[src/rtl/mux_4x1_rr_arbiter_if.sv]
// Request/grant/select bundle between four requesters and the round-robin mux arbiter.
// The master side drives requests; the slave (arbiter) side drives the grant and select.
interface mux_4x1_rr_arbiter_if;
  logic [3:0] req;
  logic [3:0] grant;
  logic       sl_0;
  logic       sl_1;
  logic       busy;

  modport master (output req, input grant, sl_0, sl_1, busy);
  modport slave  (input req, output grant, sl_0, sl_1, busy);
endinterface

[src/rtl/mux_4x1_rr_arbiter.sv]
// Round-robin arbiter sharing one 4:1 mux between four requesters, with a hold limit
// that forces a handover when an owner keeps the mux while others are waiting.
//
//   state | meaning
//   IDLE  | no grant; select lines hold the last owner index
//   OWNED | one requester holds the mux; hcnt counts its hold cycles
module mux_4x1_rr_arbiter #(
  parameter int unsigned MAX_HOLD = 8
) (
  input  logic                  clk,
  input  logic                  rst_n,
  mux_4x1_rr_arbiter_if.slave   bus
);

  typedef enum logic {IDLE, OWNED} state_t;

  localparam bit         PREEMPT_EN = (MAX_HOLD != 0);
  localparam logic [7:0] HOLD_LAST  = (MAX_HOLD == 0) ? 8'd0 : 8'(MAX_HOLD - 1);

  state_t     state_q, state_d;
  logic [1:0] owner_q, owner_d;
  logic [1:0] ptr_q,   ptr_d;
  logic [7:0] hcnt_q,  hcnt_d;
  logic [3:0] grant_q, grant_d;
  logic [1:0] sel_q,   sel_d;
  logic       busy_q,  busy_d;

  logic [3:0] owner_oh;
  logic [3:0] others_req;
  logic [1:0] win_idle;
  logic [1:0] win_next;

  // First set bit of r, searching upward from p with wrap.
  function automatic logic [1:0] rr_pick(input logic [3:0] r, input logic [1:0] p);
    logic [1:0] idx;
    rr_pick = p;
    for (int k = 3; k >= 0; k--) begin
      idx = p + 2'(k);
      if (r[idx]) rr_pick = idx;
    end
  endfunction

  assign owner_oh   = 4'b0001 << owner_q;
  assign others_req = bus.req & ~owner_oh;
  assign win_idle   = rr_pick(bus.req, ptr_q);
  // On release req[owner] is already low, so one search over the others serves both handovers.
  assign win_next   = rr_pick(others_req, owner_q + 2'd1);

  always_comb begin
    state_d = state_q;
    owner_d = owner_q;
    ptr_d   = ptr_q;
    hcnt_d  = hcnt_q;
    grant_d = grant_q;
    sel_d   = sel_q;
    case (state_q)
      IDLE: begin
        if (|bus.req) begin
          owner_d = win_idle;
          grant_d = 4'b0001 << win_idle;
          sel_d   = win_idle;
          hcnt_d  = 8'd0;
          state_d = OWNED;
        end
      end
      OWNED: begin
        if (!bus.req[owner_q]) begin
          ptr_d = owner_q + 2'd1;
          if (|others_req) begin
            owner_d = win_next;
            grant_d = 4'b0001 << win_next;
            sel_d   = win_next;
            hcnt_d  = 8'd0;
          end else begin
            grant_d = 4'b0000;
            state_d = IDLE;
          end
        end else if (PREEMPT_EN && (hcnt_q == HOLD_LAST) && (|others_req)) begin
          ptr_d   = owner_q + 2'd1;
          owner_d = win_next;
          grant_d = 4'b0001 << win_next;
          sel_d   = win_next;
          hcnt_d  = 8'd0;
        end else if (hcnt_q != 8'hFF) begin
          hcnt_d = hcnt_q + 8'd1;
        end
      end
      default: begin
        grant_d = 4'b0000;
        state_d = IDLE;
      end
    endcase
    busy_d = |grant_d;
  end

  always_ff @(posedge clk or negedge rst_n) begin
    if (!rst_n) begin
      state_q <= IDLE;
      owner_q <= 2'd0;
      ptr_q   <= 2'd0;
      hcnt_q  <= 8'd0;
      grant_q <= 4'b0000;
      sel_q   <= 2'd0;
      busy_q  <= 1'b0;
    end else begin
      state_q <= state_d;
      owner_q <= owner_d;
      ptr_q   <= ptr_d;
      hcnt_q  <= hcnt_d;
      grant_q <= grant_d;
      sel_q   <= sel_d;
      busy_q  <= busy_d;
    end
  end

  assign bus.grant = grant_q;
  assign bus.sl_0  = sel_q[0];
  assign bus.sl_1  = sel_q[1];
  assign bus.busy  = busy_q;

endmodule
[src/flat_wrapper.sv]
// flat-port wrapper written by rule: the top's interface ports become plain ports
module mux_4x1_rr_arbiter_flat 
#(
  parameter int unsigned MAX_HOLD = 8
)
  (clk, rst_n, bus_req, bus_grant, bus_sl_0, bus_sl_1, bus_busy);
  mux_4x1_rr_arbiter_if bus_i ();
  input  logic clk;
  input  logic rst_n;
  input wire logic [$bits(bus_i.req)-1:0] bus_req;
  output wire logic [$bits(bus_i.grant)-1:0] bus_grant;
  output wire logic [$bits(bus_i.sl_0)-1:0] bus_sl_0;
  output wire logic [$bits(bus_i.sl_1)-1:0] bus_sl_1;
  output wire logic [$bits(bus_i.busy)-1:0] bus_busy;
  assign bus_i.req = bus_req;
  assign bus_grant = bus_i.grant;
  assign bus_sl_0 = bus_i.sl_0;
  assign bus_sl_1 = bus_i.sl_1;
  assign bus_busy = bus_i.busy;
  mux_4x1_rr_arbiter #(.MAX_HOLD(MAX_HOLD)) u_core (.clk(clk), .rst_n(rst_n), .bus(bus_i));
endmodule
[config.mk]
export PLATFORM = sky130hd
export DESIGN_NAME = mux_4x1_rr_arbiter_flat
export DESIGN_NICKNAME = d
export VERILOG_FILES = /design/src/rtl/mux_4x1_rr_arbiter_if.sv /design/src/rtl/mux_4x1_rr_arbiter.sv /design/src/flat_wrapper.sv
export SDC_FILE = /design/constraint.sdc
export NUM_CORES = 1
export LEC_CHECK = 0
export BUFFER_PORTS_ARGS = -buffer_cell sky130_fd_sc_hd__clkbuf_2
export CORE_ASPECT_RATIO = 0.8
export CORE_MARGIN = 5
export CORE_UTILIZATION = 55
export CTS_CLUSTER_DIAMETER = 60
export DETAILED_ROUTE_END_ITERATION = 10
export PLACE_DENSITY = 0.73
export SYNTH_ARGS = -nofsm -noshare
export SYNTH_HDL_FRONTEND = slang
export SYNTH_SLANG_ARGS = --single-unit
[constraint.sdc]
create_clock -name clk -period 6.4 [get_ports clk]
set_clock_uncertainty 0.2 [all_clocks]
set_input_delay 0.32 -clock clk [delete_from_list [all_inputs] [get_ports clk]]
set_output_delay 0.32 -clock clk [all_outputs]
set_load 0.01 [all_outputs]
---- Yosys cells after proc, flatten, opt, wreduce, memory -nomap -nowiden ----
Index checks and enable logic that the tools add are counted.
word-level totals
  memories kept ........................... 0
  output and inout port bits .............. 7
  ROM bits ................................ 0
  latch bits .............................. 0
  bits in registers ....................... 18
  RAM bits ................................ 0
  bits of input ports ..................... 6
  word-level logic and storage cells ...... 91
cells by class
  equal/unequal tests ..................... 7
  add/subtract/negate cells ............... 8
  magnitude comparators ................... 9
  bitwise logic cells ..................... 3
  multiply operators ...................... 0
  divide/modulo/power cells ............... 0
  shifts and indexed selects .............. 3
  reductions and logical operators ........ 7
  multiplexer cells ....................... 48
operators by type and width
  cell                                                                   number
  8-bit 2-to-1 mux                                                       5
  2-bit 2-to-1 mux                                                       14
  2-bit by 3-bit < comparator with 1-bit output (second input constant)  9
  1-bit binary-select mux with 2-bit select                              9
  4-bit 2-to-1 mux                                                       4
  8-bit case mux with 2 select lines                                     1
  1-bit 2-to-1 mux                                                       12
  4-bit OR reduction                                                     3
  1-bit by 2-bit << shifter with 4-bit output (first input constant)     3
  2-bit adder (second input constant)                                    4
  8-bit by 1-bit adder with 8-bit output (second input constant)         1
  8-bit by 3-bit == test with 1-bit output (second input constant)       1
  8-bit != test (second input constant)                                  1
  4-bit case mux with 2 select lines                                     1
  2-bit by 1-bit adder with 2-bit output (second input constant)         3
  3-bit != test (second input constant)                                  2
  3-bit AND reduction                                                    2
  4-bit AND                                                              1
  4-bit != test (second input constant)                                  1
  4-bit inverter                                                         1
  2-bit case mux with 2 select lines                                     1
  2-bit by 1-bit != test with 1-bit output (second input constant)       1
  2-bit != test (second input constant)                                  1
  1-bit case mux with 2 select lines                                     1
  other kinds (3)                                                        3

---- Longest topological paths before layout ----
  depth in word-level cells ............... 14
  gate-level depth with buffers ........... 8
  mapped depth without buffers ............ 7

---- Least setup slack after synthesis ----
OpenSTA, ideal clock, no wires.
  path type ............................... register -> register
  from .................................... register u_core.owner_q[0]
  to ...................................... register u_core.grant_q[1] (netlist: u_core.bus.grant[1])
  buffers on the path ..................... 1
  path slack .............................. 3.798 ns
  library setup time ...................... 0.126 ns
  period minus slack after synthesis ...... 2.602 ns
  cell stages (with the launch flop) ...... 9
  data required time ...................... 6.074 ns
  data arrival time ....................... 2.276 ns
  path through ............................ dfrtp_1 -> clkinv_1 -> ha_1 -> buf_1 -> nor2b_1 -> o22ai_1 -> a221oi_1 -> a311oi_1 -> a221o_1
between the ends
  cells in the longest elaborated chain, start to end .. 13
  elaborated cells on any way between the ends .. 28
  those cells by class .................... add/sub (4); shift (2); mux (18); bitwise (2); reduce/logical (2)
ends and longest elaborated chain
  element                                                                                          line                       source
  start, declared                                                                                  mux_4x1_rr_arbiter.sv:21   logic [1:0] owner_q, owner_d;
  start signal, assigned                                                                           mux_4x1_rr_arbiter.sv:107  owner_q <= owner_d;
  parallel branches: the longest is 11 deep, another holds 2-bit by 1-bit adder with 2-bit output  --
  4-bit 2-to-1 mux *                                                                               mux_4x1_rr_arbiter.sv:67   if (!bus.req[owner_q]) begin
  4-bit case mux with 2 select lines *                                                             mux_4x1_rr_arbiter.sv:56   case (state_q)
  net u_core.grant_d[1]                                                                            mux_4x1_rr_arbiter.sv:24   logic [3:0] grant_q, grant_d;
  end signal, assigned                                                                             mux_4x1_rr_arbiter.sv:110  grant_q <= grant_d;
  end, declared                                                                                    mux_4x1_rr_arbiter.sv:24
Mark *: on every way through the listed nets, which the timed path passes. The select of a mux whose other input is x is not followed.
A chain may end at the register's enable or synchronous reset.

---- Final worst setup path ----
  from .................................... register u_core.owner_q[0]
  to ...................................... register u_core.grant_q[2] (netlist: u_core.bus.grant[2])
Same word-level chain as after synthesis.

==> impl_metrics.ini <==
[outcome]
status = finished, final reports clean

[final_layout]
utilization_pct = 64.6
drive_above_1_share_pct = 15.0
num-nets-final = 172
area_growth_pct = 9.16
final_area_mm2 = 0.00143
diodes = 0

[synth]
ys_top_cells_by_area = dfrtp_1 34%, ha_1 4.8%, a21oi_1 3.8%, or4_1 3.4%, nor2b_1 2.9%
ys_async_sr_fraction_pct = 100
synth_fp_nets = 158
yosysUniqueCellTypes = 53
synthFlopType = dfrtp_1
ys_seq_area_share_pct = 34.4
netlist_area_mm2 = 0.00131
synth_edf_count = 0
avgSynthCellArea_um2 = 8.92
synth.most_common_cell = dfrtp_1
ys_seq_elements = 18
yosysTopAreaCell = dfrtp_1
synthTopCellsByCount = 18 x dfrtp_1, 10 x a21oi_1, 8 x nand2_1, 8 x nor2_1
yosysTopAreaCellShare_pct = 34.4
syn_inst = 147
yosys_warnings = 0

[sta]
min_period_ns = 2.94
fmax_mhz = 340
whs_ns = 0.298
rsz0062_at_grt = no
tightest_slew_ns = 0.969
finalSetupTns_ns = 0
fin_crit_sh_pct = 46.0
hold_violations = 0
slew_headroom_pct = 34.6
slew_viol_final = 0
setup_violations = 0

[floorplanning]
num_rows = 15
start_util_pct = 59.2
die_area_mm2 = 0.00347
die_y_um = 53.7
dieWidth_um = 64.6
io_pins = 13
core_mm2 = 0.00221

[cts]
htree_levels = 1
clk-insertion-delay-late_ns = 0.29
clk_pin_slew_ns = 0.10
cts_max_path_buffers = 2
cts_sinks = 18
post_cts_resized = 0
root_buffer = clkbuf_4
numCtsBuffers = 3
cts_tree = done

[global_route]
grt_pass1_wl_um = 5450
antenna_found_initial = 0
busiest_layer = met2
grt_max_degree = 19
grt_util_met3_pct = 5.22
first_global_vias = 1138
grt_util_all_layers_pct = 20.6
grtUsageMet1_pct = 28.9
grt-ovfl-total = 0
grt_util_met2_pct = 32.4

[power_and_ir_drop]
vdd_drop_max_mv = 0.230
cellLeakagePower_nw = 0.596
power_density_mw_per_mm2 = 454

[worst_setup_path]
crit_type = reg2reg
cp.arrival_ns = 2.88
crit_path_end_kind = register
required_ns = 6.34
crit_fanout = 10
critPathLaunchType = register
path_cells = clkinv_1 -> ha_1 -> nor2b_1 -> o22ai_1 -> a221oi_1 -> a311oi_1 -> o221ai_1
critPathSlowestCell = a311oi_1
cpPeakStageDelay_ns = 0.60

[flow_run]
drv_cap = 0

[placement]
place_congestion = 0.958
dpl_cell_area_mm2 = 0.00139
dp.final_hpwl_um = 2390
io_buffers = 12

[detailed_routing]
dr.pass1.iters = 5
wire_per_inst_um = 17.2
vias = 1228
drcViolationCount = 0
avgViaCountPerCell = 6.64
ant_nets = 0
drt-total-wl_um = 3190
drt_iter0_drc = 81

[worst_hold_path]
hold_class = in2async
repair_timing:
action	CTS	global route
hold buffers	1	0
endpoints found under the setup margin	0	0
hold endpoints to repair	18	0
buffers inserted	0	0
layout make-up:
type | instances | area (um^2)
Fill cell | 186 | 783
Timing Repair Buffer | 13 | 70.1
Multi-Input combinational cell | 117 | 813
Inverter | 8 | 30.0
Tap cell | 25 | 31.3
Clock buffer | 4 | 36.3
Sequential cell | 18 | 450
critical path: cells and delay by family, from the launching register on:
| family | cells | cell delay [ns] |
|---|---|---|
| and+or+nand+nor | 1 | 0.18 |
| AOI/OAI and AO/OA | 4 | 1.09 |
| buffers and inverters | 1 | 0.30 |
| adders and majority gates | 1 | 0.47 |
| DFF | 1 | 0.54 |
cells by family after synthesis:
kind of cell / synth area share, %
adders and majority gates: 4.77
muxes: 5.06
AOI/OAI and AO/OA: 29.0
buffers and inverters: 3.62
xor gates and xnor gates: 0.668
and+or+nand+nor: 22.5
DFF: 34.4
layer usage:
layer / share of wire [%] / wire length (um) / up-vias
li1: - / - / 600
met3: 5.2 / 166 / 2
met1: 50 / 1600 / 594
met2: 44 / 1410 / 32
met4: 0.53 / 17 / 0
met5: 0 / 0 / -
worst paths after layout:
check                                          from             endpoint  slack (ns)  cells after the start
worst max-delay path              u_core.owner_q[0]  u_core.bus.grant[2]        3.46                      7
worst min-delay path                          rst_n     u_core.hcnt_q[7]        0.30                      2
worst max register to register    u_core.owner_q[0]  u_core.bus.grant[2]        3.46                      7
worst min register to register  u_core.bus.grant[0]  u_core.bus.grant[0]        0.34                      1
max in group asynchronous                     rst_n  u_core.bus.grant[3]        5.38                      2
min in group clk                u_core.bus.grant[0]  u_core.bus.grant[0]        0.34                      1
registers in the layout (all words and copies together), names as in the netlist:
name,flops
u_core.bus.busy,1
u_core.bus.grant,4
u_core.hcnt_q,8
u_core.owner_q,2
u_core.ptr_q,2
u_core.state_q,1
cells in the final DEF (no fill, tap or decap), types with 2 or more instances in the layout:
master / count
a21oi_1: 10
nand2b_1: 3
nor3_1: 4
or3_1: 2
or4_1: 6
clkbuf_2: 12
o31ai_1: 3
o221ai_1: 2
inv_1: 6
nor3b_1: 2
a311oi_1: 3
dfrtp_1: 18
a221o_1: 2
nor2b_1: 6
o21ai_0: 6
o21ai_1: 5
nand2_1: 8
clkbuf_4: 3
nor2_1: 8
nand3_1: 6
mux2_1: 2
ha_1: 5
a31oi_1: 2
a211o_1: 2
o41ai_1: 2
o22ai_1: 4
stage by stage:
step | cells | total power [mW] | worst slack, ns
global route | 185 | 0.701 | 3.29
detailed placement | 180 | 0.572 | 3.55
CTS | 185 | 0.645 | 3.53
floorplan | 147 | 0.473 | 3.80
global placement | 180 | 0.561 | 3.66
finish | 185 | 0.649 | 3.46
report_power, final:
part	leakage, nW	internal, mW	switching [mW]
clock	0.0210	0.0347	0.0353
combinational	0.347	0.159	0.224
sequential	0.228	0.150	0.0463
(Power assumes the default switching activity.)
